### src/rtl/mul16_seq_if.sv
// ============================================================================
// Module   : mul16_seq_if
// Brief    : Operand/result handshake bundle for the mul16_seq multiplier.
//            master = operand producer / result consumer, slave = multiplier.
// Revision : 1.0 - initial release
// ============================================================================
`default_nettype none

interface mul16_seq_if;
  logic        in_valid;
  logic        in_ready;
  logic [15:0] a;
  logic [15:0] b;
  logic        out_valid;
  logic        out_ready;
  logic [31:0] product;
  logic        busy;

  modport master (
    output in_valid, a, b, out_ready,
    input  in_ready, out_valid, product, busy
  );

  modport slave (
    input  in_valid, a, b, out_ready,
    output in_ready, out_valid, product, busy
  );
endinterface

`default_nettype wire

### src/rtl/mul16_seq.sv
// ============================================================================
// Module   : mul16_seq (plus its 16-bit ripple adder)
// Brief    : Sequential 16x16 unsigned shift-add multiplier, 32-bit product,
//            valid/ready on both sides. One adder pass per cycle.
// Options  : MUL_EARLY_EXIT_EN - finish as soon as the remaining multiplier
//            bits are all zero (latency min(16, msb(b)+2), 1 for b=0).
// Revision : 1.0 - initial release
// ============================================================================
`default_nettype none

module adder (
  input  logic [15:0] a,
  input  logic [15:0] b,
  input  logic        c_in,
  output logic [15:0] s,
  output logic        c_out
);
  logic [16:0] carry;

  assign carry[0] = c_in;

  for (genvar i = 0; i < 16; i++) begin : g_bit
    assign s[i]       = a[i] ^ b[i] ^ carry[i];
    assign carry[i+1] = (a[i] & b[i]) | (carry[i] & (a[i] ^ b[i]));
  end

  assign c_out = carry[16];
endmodule

module mul16_seq (
  input  logic        clk,
  input  logic        rst,
  mul16_seq_if.slave  bus
);
  typedef enum logic [1:0] {
    IDLE = 2'd0,
    RUN  = 2'd1,
    DONE = 2'd2
  } state_t;

  state_t      state;
  state_t      state_next;

  logic [15:0] mcand;
  logic [15:0] hi;
  logic [15:0] lo;
  logic [3:0]  count;
  logic [31:0] product;

  logic [15:0] sum;
  logic        carry;
  logic [31:0] step_val;
  logic        last_iter;
  logic        early_fire;
  logic [31:0] early_val;
  logic        finish;

  // Running high half plus multiplicand; carry-out lands in hi[15] on shift.
  adder u_adder (
    .a     (hi),
    .b     (mcand),
    .c_in  (1'b0),
    .s     (sum),
    .c_out (carry)
  );

  // One shift-add step: add when the current multiplier bit (lo[0]) is set.
  always_comb begin
    step_val = {1'b0, hi, lo[15:1]};
    if (lo[0]) begin
      step_val = {carry, sum, lo[15:1]};
    end
  end

  assign last_iter = (count == 4'd15);

`ifdef MUL_EARLY_EXIT_EN
  // Copy of the unconsumed multiplier bits; zero means no more adds remain.
  logic [15:0] mreg;
  logic [4:0]  shamt;

  assign shamt      = 5'd16 - {1'b0, count};
  assign early_fire = (mreg == 16'd0);
  // Skipping the remaining pure shifts is one right shift of the accumulator.
  assign early_val  = {hi, lo} >> shamt;

  // Track remaining multiplier bits in step with lo.
  always_ff @(posedge clk) begin
    if (rst) begin
      mreg <= 16'd0;
    end else if (state == IDLE && bus.in_valid) begin
      mreg <= bus.b;
    end else if (state == RUN) begin
      mreg <= mreg >> 1;
    end
  end
`else
  assign early_fire = 1'b0;
  assign early_val  = 32'd0;
`endif

  assign finish = (state == RUN) && (last_iter || early_fire);

  // State register.
  always_ff @(posedge clk) begin
    if (rst) begin
      state <= IDLE;
    end else begin
      state <= state_next;
    end
  end

  // Next-state and state-decoded handshake outputs.
  always_comb begin
    state_next    = state;
    bus.in_ready  = 1'b0;
    bus.busy      = 1'b0;
    bus.out_valid = 1'b0;
    case (state)
      IDLE: begin
        bus.in_ready = 1'b1;
        if (bus.in_valid) begin
          state_next = RUN;
        end
      end
      RUN: begin
        bus.busy = 1'b1;
        if (finish) begin
          state_next = DONE;
        end
      end
      DONE: begin
        bus.busy      = 1'b1;
        bus.out_valid = 1'b1;
        if (bus.out_ready) begin
          state_next = IDLE;
        end
      end
      default: begin
        state_next = IDLE;
      end
    endcase
  end

  // Datapath: operand capture, iteration and result register.
  always_ff @(posedge clk) begin
    if (rst) begin
      mcand   <= 16'd0;
      hi      <= 16'd0;
      lo      <= 16'd0;
      count   <= 4'd0;
      product <= 32'd0;
    end else begin
      case (state)
        IDLE: begin
          if (bus.in_valid) begin
            mcand <= bus.a;
            lo    <= bus.b;
            hi    <= 16'd0;
            count <= 4'd0;
          end
        end
        RUN: begin
          if (early_fire) begin
            product <= early_val;
          end else begin
            {hi, lo} <= step_val;
            count    <= count + 4'd1;
            if (last_iter) begin
              product <= step_val;
            end
          end
        end
        default: begin
        end
      endcase
    end
  end

  assign bus.product = product;
endmodule

`default_nettype wire
### src/flat_wrapper.sv
// flat-port wrapper written by rule: the top's interface ports become plain ports
module mul16_seq_flat 
  (clk, rst, bus_in_valid, bus_a, bus_b, bus_out_ready, bus_in_ready, bus_out_valid, bus_product, bus_busy);
  mul16_seq_if bus_i ();
  input  logic clk;
  input  logic rst;
  input wire logic [$bits(bus_i.in_valid)-1:0] bus_in_valid;
  input wire logic [$bits(bus_i.a)-1:0] bus_a;
  input wire logic [$bits(bus_i.b)-1:0] bus_b;
  input wire logic [$bits(bus_i.out_ready)-1:0] bus_out_ready;
  output wire logic [$bits(bus_i.in_ready)-1:0] bus_in_ready;
  output wire logic [$bits(bus_i.out_valid)-1:0] bus_out_valid;
  output wire logic [$bits(bus_i.product)-1:0] bus_product;
  output wire logic [$bits(bus_i.busy)-1:0] bus_busy;
  assign bus_i.in_valid = bus_in_valid;
  assign bus_i.a = bus_a;
  assign bus_i.b = bus_b;
  assign bus_i.out_ready = bus_out_ready;
  assign bus_in_ready = bus_i.in_ready;
  assign bus_out_valid = bus_i.out_valid;
  assign bus_product = bus_i.product;
  assign bus_busy = bus_i.busy;
  mul16_seq u_core (.clk(clk), .rst(rst), .bus(bus_i));
endmodule
### config.mk
export PLATFORM = sky130hd
export DESIGN_NAME = mul16_seq_flat
export DESIGN_NICKNAME = d
export VERILOG_FILES = /design/src/rtl/mul16_seq_if.sv /design/src/rtl/mul16_seq.sv /design/src/flat_wrapper.sv
export SDC_FILE = /design/constraint.sdc
export NUM_CORES = 1
export LEC_CHECK = 0
export ABC_CLOCK_PERIOD_IN_PS = 18180
export CORE_MARGIN = 2
export CORE_UTILIZATION = 56
export DETAILED_ROUTE_END_ITERATION = 8
export PLACE_DENSITY = 0.85
export REMOVE_ABC_BUFFERS = 1
export SLEW_MARGIN = 20
export SYNTH_ARGS = -nofsm -noshare
export SYNTH_HDL_FRONTEND = slang
export SYNTH_SLANG_ARGS = --single-unit
export TNS_END_PERCENT = 5
### constraint.sdc
create_clock -name clk -period 18.18 [get_ports clk]
set_input_delay 3.636 -clock clk [delete_from_list [all_inputs] [get_ports clk]]
set_output_delay 3.636 -clock clk [all_outputs]
set_load 0.01 [all_outputs]
==> flow_metrics.env, run 1 <==
export IMPL_synth_top_area_share_pct=45.0
export IMPL_max_vdd_ir_drop_mv=0.0568
export IMPL_worstSetupEndpointType="register"
export IMPL_place_ws_ns=11.58
export IMPL_cts_sinks=86
export IMPL_setup_viol=0
export IMPL_r2r_start="u_core.hi[0]$_SDFFE_PP0P_"
export IMPL_regArea_um2=1720
export IMPL_setup_ws_ns=11.55
export IMPL_placed_cell_area_um2=4490
export IMPL_worst_path_most_repeated_cell="fa_1"
export IMPL_synth_most_common_cell="dfxtp_1"
export IMPL_synthXorXnorAreaFrac_pct=0
export IMPL_p_total_mw=0.415
export IMPL_routed_wl_um=7990
export IMPL_drv_cap=0
export IMPL_seqPwrFrac_pct=50.5
export IMPL_synthMuxAreaShare_pct=6.51
export IMPL_die_h_um=86.7
export IMPL_synth_top_family_by_area="simple AND/OR/NAND/NOR gates"
export IMPL_die_area_um2=7510
export IMPL_stdcell_count=579
export IMPL_cp_slowest_stage_delay_ns=0.46
export IMPL_critical_path_peak_fanout=3
export IMPL_powerDensity_nw_per_um2=88.5
export IMPL_clock_fmax_ghz=0.151
export IMPL_gp_congestion=0.744
export IMPL_synth_seq_cells=86
export IMPL_synth_edf_count=0
export IMPL_whs_ns=0.457
export IMPL_synth_distinct_cells=32
export IMPL_insertedDiodeCount=0
export IMPL_p_leak_nw=1.69
export IMPL_dp_cells=563
export IMPL_swShare_pct=29.5
export IMPL_power_share_clock_pct=33.5
export IMPL_netlist_area_um2=3830
export IMPL_critPathKind="register to register"
export IMPL_die_w_um=86.7
export IMPL_synthTopCellsByCount="86 x dfxtp_1, 82 x nand2_1, 60 x nor2_1, 54 x a21oi_1, 23 x inv_1"
export IMPL_postCtsHoldBufs=0
export IMPL_grt_start_max_net_pins=87
export IMPL_grt_usage_pct=22.2
export IMPL_first_global_vias=2929
export IMPL_yosysTopAreaCell="dfxtp_1"
export IMPL_grt_antenna_before_repair=0
export IMPL_finalHoldViolCount=0
export IMPL_clkLatencyLatePin_ns=0.36
export IMPL_fill_cells=532
export IMPL_root_buffer="clkbuf_8"
export IMPL_start_util_pct=57.0
export IMPL_synth_warnings=0
export IMPL_synth_flop_cell="dfxtp_1"
export IMPL_clkTransAtPathRegs_ns=0.09
export IMPL_crit_arrival_ns=6.84
export IMPL_postSynthCellCount=442
export IMPL_synthSimpleGateAreaFrac_pct=17.4
export IMPL_cts_tree="built"
export IMPL_drive_gt1_share_pct=7.01
export IMPL_path_delay_family="adder cells"
export IMPL_slew_viol_final=0
export IMPL_cp_startpoint="u_core.hi[0]$_SDFFE_PP0P_"
export IMPL_final_area_um2=4690
export IMPL_clock_skew_ns=0.00810
export IMPL_finalCritPeriodShare_pct=36.5
export IMPL_startpoint_type="register"
export IMPL_coreArea_um2=6720
export IMPL_htreeDepth=3
export IMPL_netlist_top_cells_area="dfxtp_1 45%, nand2_1 8.0%, fa_1 7.8%, a21oi_1 7.1%, nor2_1 5.9%"
export IMPL_std_cell_rows=30
export IMPL_finalSetupTns_ns=0
export IMPL_drtPass1Iterations=4
export IMPL_reg2reg_depth=22
export IMPL_critPathBufInv=2
export IMPL_num_nets_final=550
export IMPL_period_needed_ns=6.63
export IMPL_p_int_mw=0.293
export IMPL_cp_endpoint="u_core.hi[14]$_SDFFE_PP0P_"
export IMPL_synth_compound_area_share_pct=15.4
export IMPL_status="complete, no violations"
export IMPL_crit_cells=22
export IMPL_worst_slew_pin_slew_ns=1.09
export IMPL_io_pins=71
export IMPL_syn2layout_area_growth_pct=22.7
export IMPL_yosysSeqAreaShare_pct=45.0
export IMPL_io_buffers=70
export IMPL_grt_pass1_wl_um=13200
export IMPL_comb_power_share_pct=16.0
export IMPL_avgSynthCellArea_um2=8.66
export IMPL_slew_headroom_pct=27.4
export IMPL_gr_total_overflow=0
export IMPL_vias=3129
export IMPL_cts_setup_buffers=0
export IMPL_multi_input_area_um2=1870
export IMPL_p_sw_mw=0.123
export IMPL_drcViolationCount=0
export IMPL_cts_repair_resized=0
export IMPL_crit_chain="ha_1, fa_1, fa_1, fa_1, fa_1, fa_1, fa_1, inv_1, fa_1, fa_1, fa_1, fa_1, fa_1, fa_1, fa_1, fa_1, inv_1, fa_1, mux2i_1, nor3_1, a21oi_1, nor2_1"
export IMPL_dp_hpwl_um=5280
export IMPL_hp_class="register to register"
export IMPL_avgViaCountPerCell=5.40
export IMPL_synth_fa_ha_area_share_pct=9.48
export IMPL_rr_endpoint="u_core.hi[14]$_SDFFE_PP0P_"
export IMPL_regToRegSetupSlack_ns=11.55
export IMPL_ys_async_sr_fraction_pct=0
export IMPL_numCtsBuffers=9
export IMPL_worstPathRequired_ns=18.40
export IMPL_final_util_pct=69.9
export IMPL_clockBufferDepth=2
export IMPL_wl_per_cell_um=13.8
export IMPL_drt_iter0_markers=131
export IMPL_slowest_stage="fa_1"
export IMPL_rsz0062_at_grt="false"
export IMPL_drtAntennaViolNets=0
[worst reg2reg max path, cell delays in order (launching register included)]
cell and delay [ns]:
dfxtp_1 0.36, ha_1 0.18, fa_1 0.22, fa_1 0.21, fa_1 0.22, fa_1 0.22, fa_1 0.21, fa_1 0.21
inv_1 0.07, fa_1 0.45, fa_1 0.46, fa_1 0.46, fa_1 0.46, fa_1 0.46, fa_1 0.46, fa_1 0.46
fa_1 0.42, inv_1 0.08, fa_1 0.38, mux2i_1 0.21, nor3_1 0.07, a21oi_1 0.14, nor2_1 0.06
[sequential cells by signal, indices dropped and copies added (netlist names)]
name	flops
u_core.state	2
u_core.bus.product	32
u_core.mcand	16
u_core.hi	16
u_core.lo	16
u_core.count	4
[metal layers]
metal,up-vias,wire [µm],track usage (%),share of wire (%)
li1,1576,-,-,-
met1,1465,3440,28.3,43
met2,74,4040,37.1,51
met3,14,361,3.33,4.5
met4,0,153,10.2,1.9
met5,-,0,0,0
[cell families after synthesis]
group	count (synthesis)
AOI/OAI and AO/OA	94
buffers and inverters	54
muxes	24
and+or+nand+nor	164
adders and majority gates	20
DFF	86
[worst min-delay path by stage]
stage | startpoint | end | slack (ns) | cells past startpoint
floorplan | u_core.mcand[10]$_SDFFE_PP0P_ | u_core.mcand[10]$_SDFFE_PP0P_ | 0.43 | 2
CTS | u_core.bus.product[28]$_SDFFE_PP0P_ | u_core.bus.product[28]$_SDFFE_PP0P_ | 0.46 | 2
global placement | u_core.bus.product[3]$_SDFFE_PP0P_ | u_core.bus.product[3]$_SDFFE_PP0P_ | 0.44 | 2
detailed placement | u_core.bus.product[1]$_SDFFE_PP0P_ | u_core.bus.product[1]$_SDFFE_PP0P_ | 0.45 | 2
finish | u_core.bus.product[22]$_SDFFE_PP0P_ | u_core.bus.product[22]$_SDFFE_PP0P_ | 0.46 | 2
global route | u_core.bus.product[8]$_SDFFE_PP0P_ | u_core.bus.product[8]$_SDFFE_PP0P_ | 0.48 | 2
[power by group through the flow]
stage               registers, mW  clock network [mW]  logic (mW)
finish                      0.210               0.139      0.0664
global placement            0.213                   0      0.0643
global route                0.211               0.148      0.0742
detailed placement          0.214                   0      0.0663
CTS                         0.210               0.140      0.0667
floorplan                   0.211                   0      0.0437
[layout make-up]
cell class	count	area share, %
clock inverter	7	1.71
timing repair buffer	72	15.1
sequential	86	36.7
multi-input combinational	302	39.9
tap	80	2.13
inverter	23	1.84
clock buffer	9	2.64
[cells in the final DEF (no fill, tap or decap), drive strengths merged, types with 2 or more instances in the layout]
cell and count:
nor2 61, a22oi 16, dfxtp 86, and3 2, mux2 7, clkdlybuf4s50 69, clkbuf 9, a211oi 17
o21ai 3, buf 3, inv 26, mux2i 17, ha 5, clkinvlp 2, nand2 82, fa 15
nand3 4, nor2b 2, nor3 9, a21oi 54
No activity file was read; power rests on OpenSTA's default activity.
==> run 2: changes to the inputs <==
ABC_CLOCK_PERIOD_IN_PS = 6500   (was 18180)
CORE_UTILIZATION = 52   (was 56)
PLACE_DENSITY = 0.8   (was 0.85)
clock period = 6.5 ns   (was 18.18 ns; I/O delays follow)
==> flow_metrics.env, run 2 (same netlist as run 1, synthesis figures left out) <==
export IMPL_critical_path_peak_fanout=3
export IMPL_finalCritPeriodShare_pct=95.0
export IMPL_finalHoldViolCount=0
export IMPL_final_util_pct=66.0
export IMPL_start_util_pct=53.3
export IMPL_met1_usage_pct=26.1
export IMPL_crit_arrival_ns=6.37
export IMPL_cp_startpoint="u_core.hi[0]$_SDFFE_PP0P_"
export IMPL_num_nets_final=551
export IMPL_htreeDepth=3
export IMPL_path_delay_family="adder cells"
export IMPL_drtPass1Iterations=4
export IMPL_cts_sinks=86
export IMPL_r2r_start="u_core.hi[0]$_SDFFE_PP0P_"
export IMPL_cts_tree="built"
export IMPL_wl_per_cell_um=13.4
export IMPL_max_vdd_ir_drop_mv=0.145
export IMPL_drcViolationCount=0
export IMPL_numCtsBuffers=9
export IMPL_largest_register_ffs=32
export IMPL_die_area_um2=8060
export IMPL_gp_congestion=0.773
export IMPL_grtUsageMet3_pct=2.43
export IMPL_slew_headroom_pct=25.3
export IMPL_drtAntennaViolNets=0
export IMPL_die_h_um=89.8
export IMPL_slew_viol_final=0
export IMPL_avgViaCountPerCell=5.28
export IMPL_critPathBufInv=2
export IMPL_drive_gt1_share_pct=9.80
export IMPL_worst_slew_pin_slew_ns=1.12
export IMPL_p_total_mw=1.11
export IMPL_setup_viol=0
export IMPL_root_buffer="clkbuf_8"
export IMPL_critPathKind="register to register"
export IMPL_mostFrequentLayoutCell="dfxtp_1"
export IMPL_drt_iter0_markers=159
export IMPL_slowest_stage="fa_1"
export IMPL_grt_pass1_wl_um=13900
export IMPL_worst_path_most_repeated_cell="fa_2"
export IMPL_status="complete, no violations"
export IMPL_clock_skew_ns=0.00960
export IMPL_syn2layout_area_growth_pct=23.7
export IMPL_postCtsHoldBufs=0
export IMPL_vias=3163
export IMPL_grt_start_max_net_pins=87
export IMPL_coreArea_um2=7180
export IMPL_powerDensity_nw_per_um2=234
export IMPL_drv_cap=0
export IMPL_clkLatencyLatePin_ns=0.35
export IMPL_grt_busiest_layer="met2"
export IMPL_io_buffers=70
export IMPL_mostFrequentLayoutCells="85 x dfxtp_1, 81 x nand2_1, 69 x clkdlybuf4s50_1"
export IMPL_insertedDiodeCount=0
export IMPL_grt_usage_pct=20.7
export IMPL_startpoint_type="register"
export IMPL_p_leak_nw=1.67
export IMPL_clockBufferDepth=2
export IMPL_worstSetupEndpointType="register"
export IMPL_dp_hpwl_um=5330
export IMPL_clkTransAtPathRegs_ns=0.08
export IMPL_crit_chain="ha_1, fa_2, fa_2, fa_2, fa_2, fa_1, fa_1, inv_1, fa_2, fa_2, fa_2, fa_2, fa_2, fa_2, fa_2, fa_1, inv_1, fa_1, mux2i_2, nor3_1, a21oi_1, nor2_1"
export IMPL_period_needed_ns=6.17
export IMPL_worstPathRequired_ns=6.70
export IMPL_routed_wl_um=8050
export IMPL_std_cell_rows=31
export IMPL_die_w_um=89.8
export IMPL_min_delay_start="u_core.bus.product[22]$_SDFFE_PP0P_"
export IMPL_cp_slowest_stage_delay_ns=0.42
export IMPL_rsz0062_at_grt="false"
export IMPL_grt_antenna_before_repair=0
export IMPL_first_global_vias=3029
export IMPL_gr_total_overflow=0
export IMPL_io_pins=71
export IMPL_clock_fmax_ghz=0.162
export IMPL_use_met2_pct=36.6
export IMPL_hp_class="register to register"
export IMPL_whs_ns=0.454
export IMPL_regMostFlops="u_core.bus.product"
export IMPL_finalSetupTns_ns=0
-- run 2: cell types whose count changed in the layout (fill, tap and decap cells not counted), moves of 2 or more --
cell,delta
fa_1,-11
fa_2,+11
inv_6,-2
clkinv_2,+2
-- run 2: metrics by stage --
step | worst slack, ns | area, µm² | std cells
after floorplan | 0.261 | 3670 | 411
after global placement | 0.0653 | 4510 | 582
after detailed placement | -0.117 | 4510 | 582
after CTS | 0.0314 | 4710 | 599
after global routing | 0.0237 | 4730 | 599
final | 0.327 | 4730 | 599
-- run 2: worst paths after layout --
check | cells after the start | slack [ns] | endpoint
setup / recovery | 22 | 0.33 | u_core.hi[14]$_SDFFE_PP0P_
hold / removal | 2 | 0.45 | u_core.bus.product[22]$_SDFFE_PP0P_
setup reg to reg | 22 | 0.33 | u_core.hi[14]$_SDFFE_PP0P_
hold reg to reg | 2 | 0.45 | u_core.bus.product[22]$_SDFFE_PP0P_
-- run 2: cell type report --
class | instances | area [µm²]
fill | 621 | 2440
inverter | 23 | 86.3
tap | 99 | 124
sequential | 86 | 1720
timing repair buffer | 73 | 718
clock buffer | 9 | 124
clock inverter | 7 | 50.0
multi-input combinational | 302 | 1910
-- run 2: repair_timing --
action,CTS,global route
gates resized for setup,6,7
buffers inserted,1,0
setup endpoints to repair,2,2
-- run 2: power breakdown --
group / internal [mW] / switching [mW]
combinational: 0.0812 / 0.109
clock: 0.139 / 0.194
sequential: 0.557 / 0.0301
-- run 2: routing by layer --
metal,share of wire (%),routed length (µm)
met5,0,0
met4,1.3,104
met3,2.6,206
met2,51,4140
met1,45,3600
-- run 2: worst reg2reg max path: cells and delay by family (launching register included) --
kind | cells | cell delay, ns
AO/OA/AOI/OAI | 1 | 0.13
adder cells (fa/ha/maj) | 16 | 5.12
buffers and inverters | 2 | 0.15
flip-flops | 1 | 0.35
multiplexers | 1 | 0.17
AND/OR/NAND/NOR | 2 | 0.12
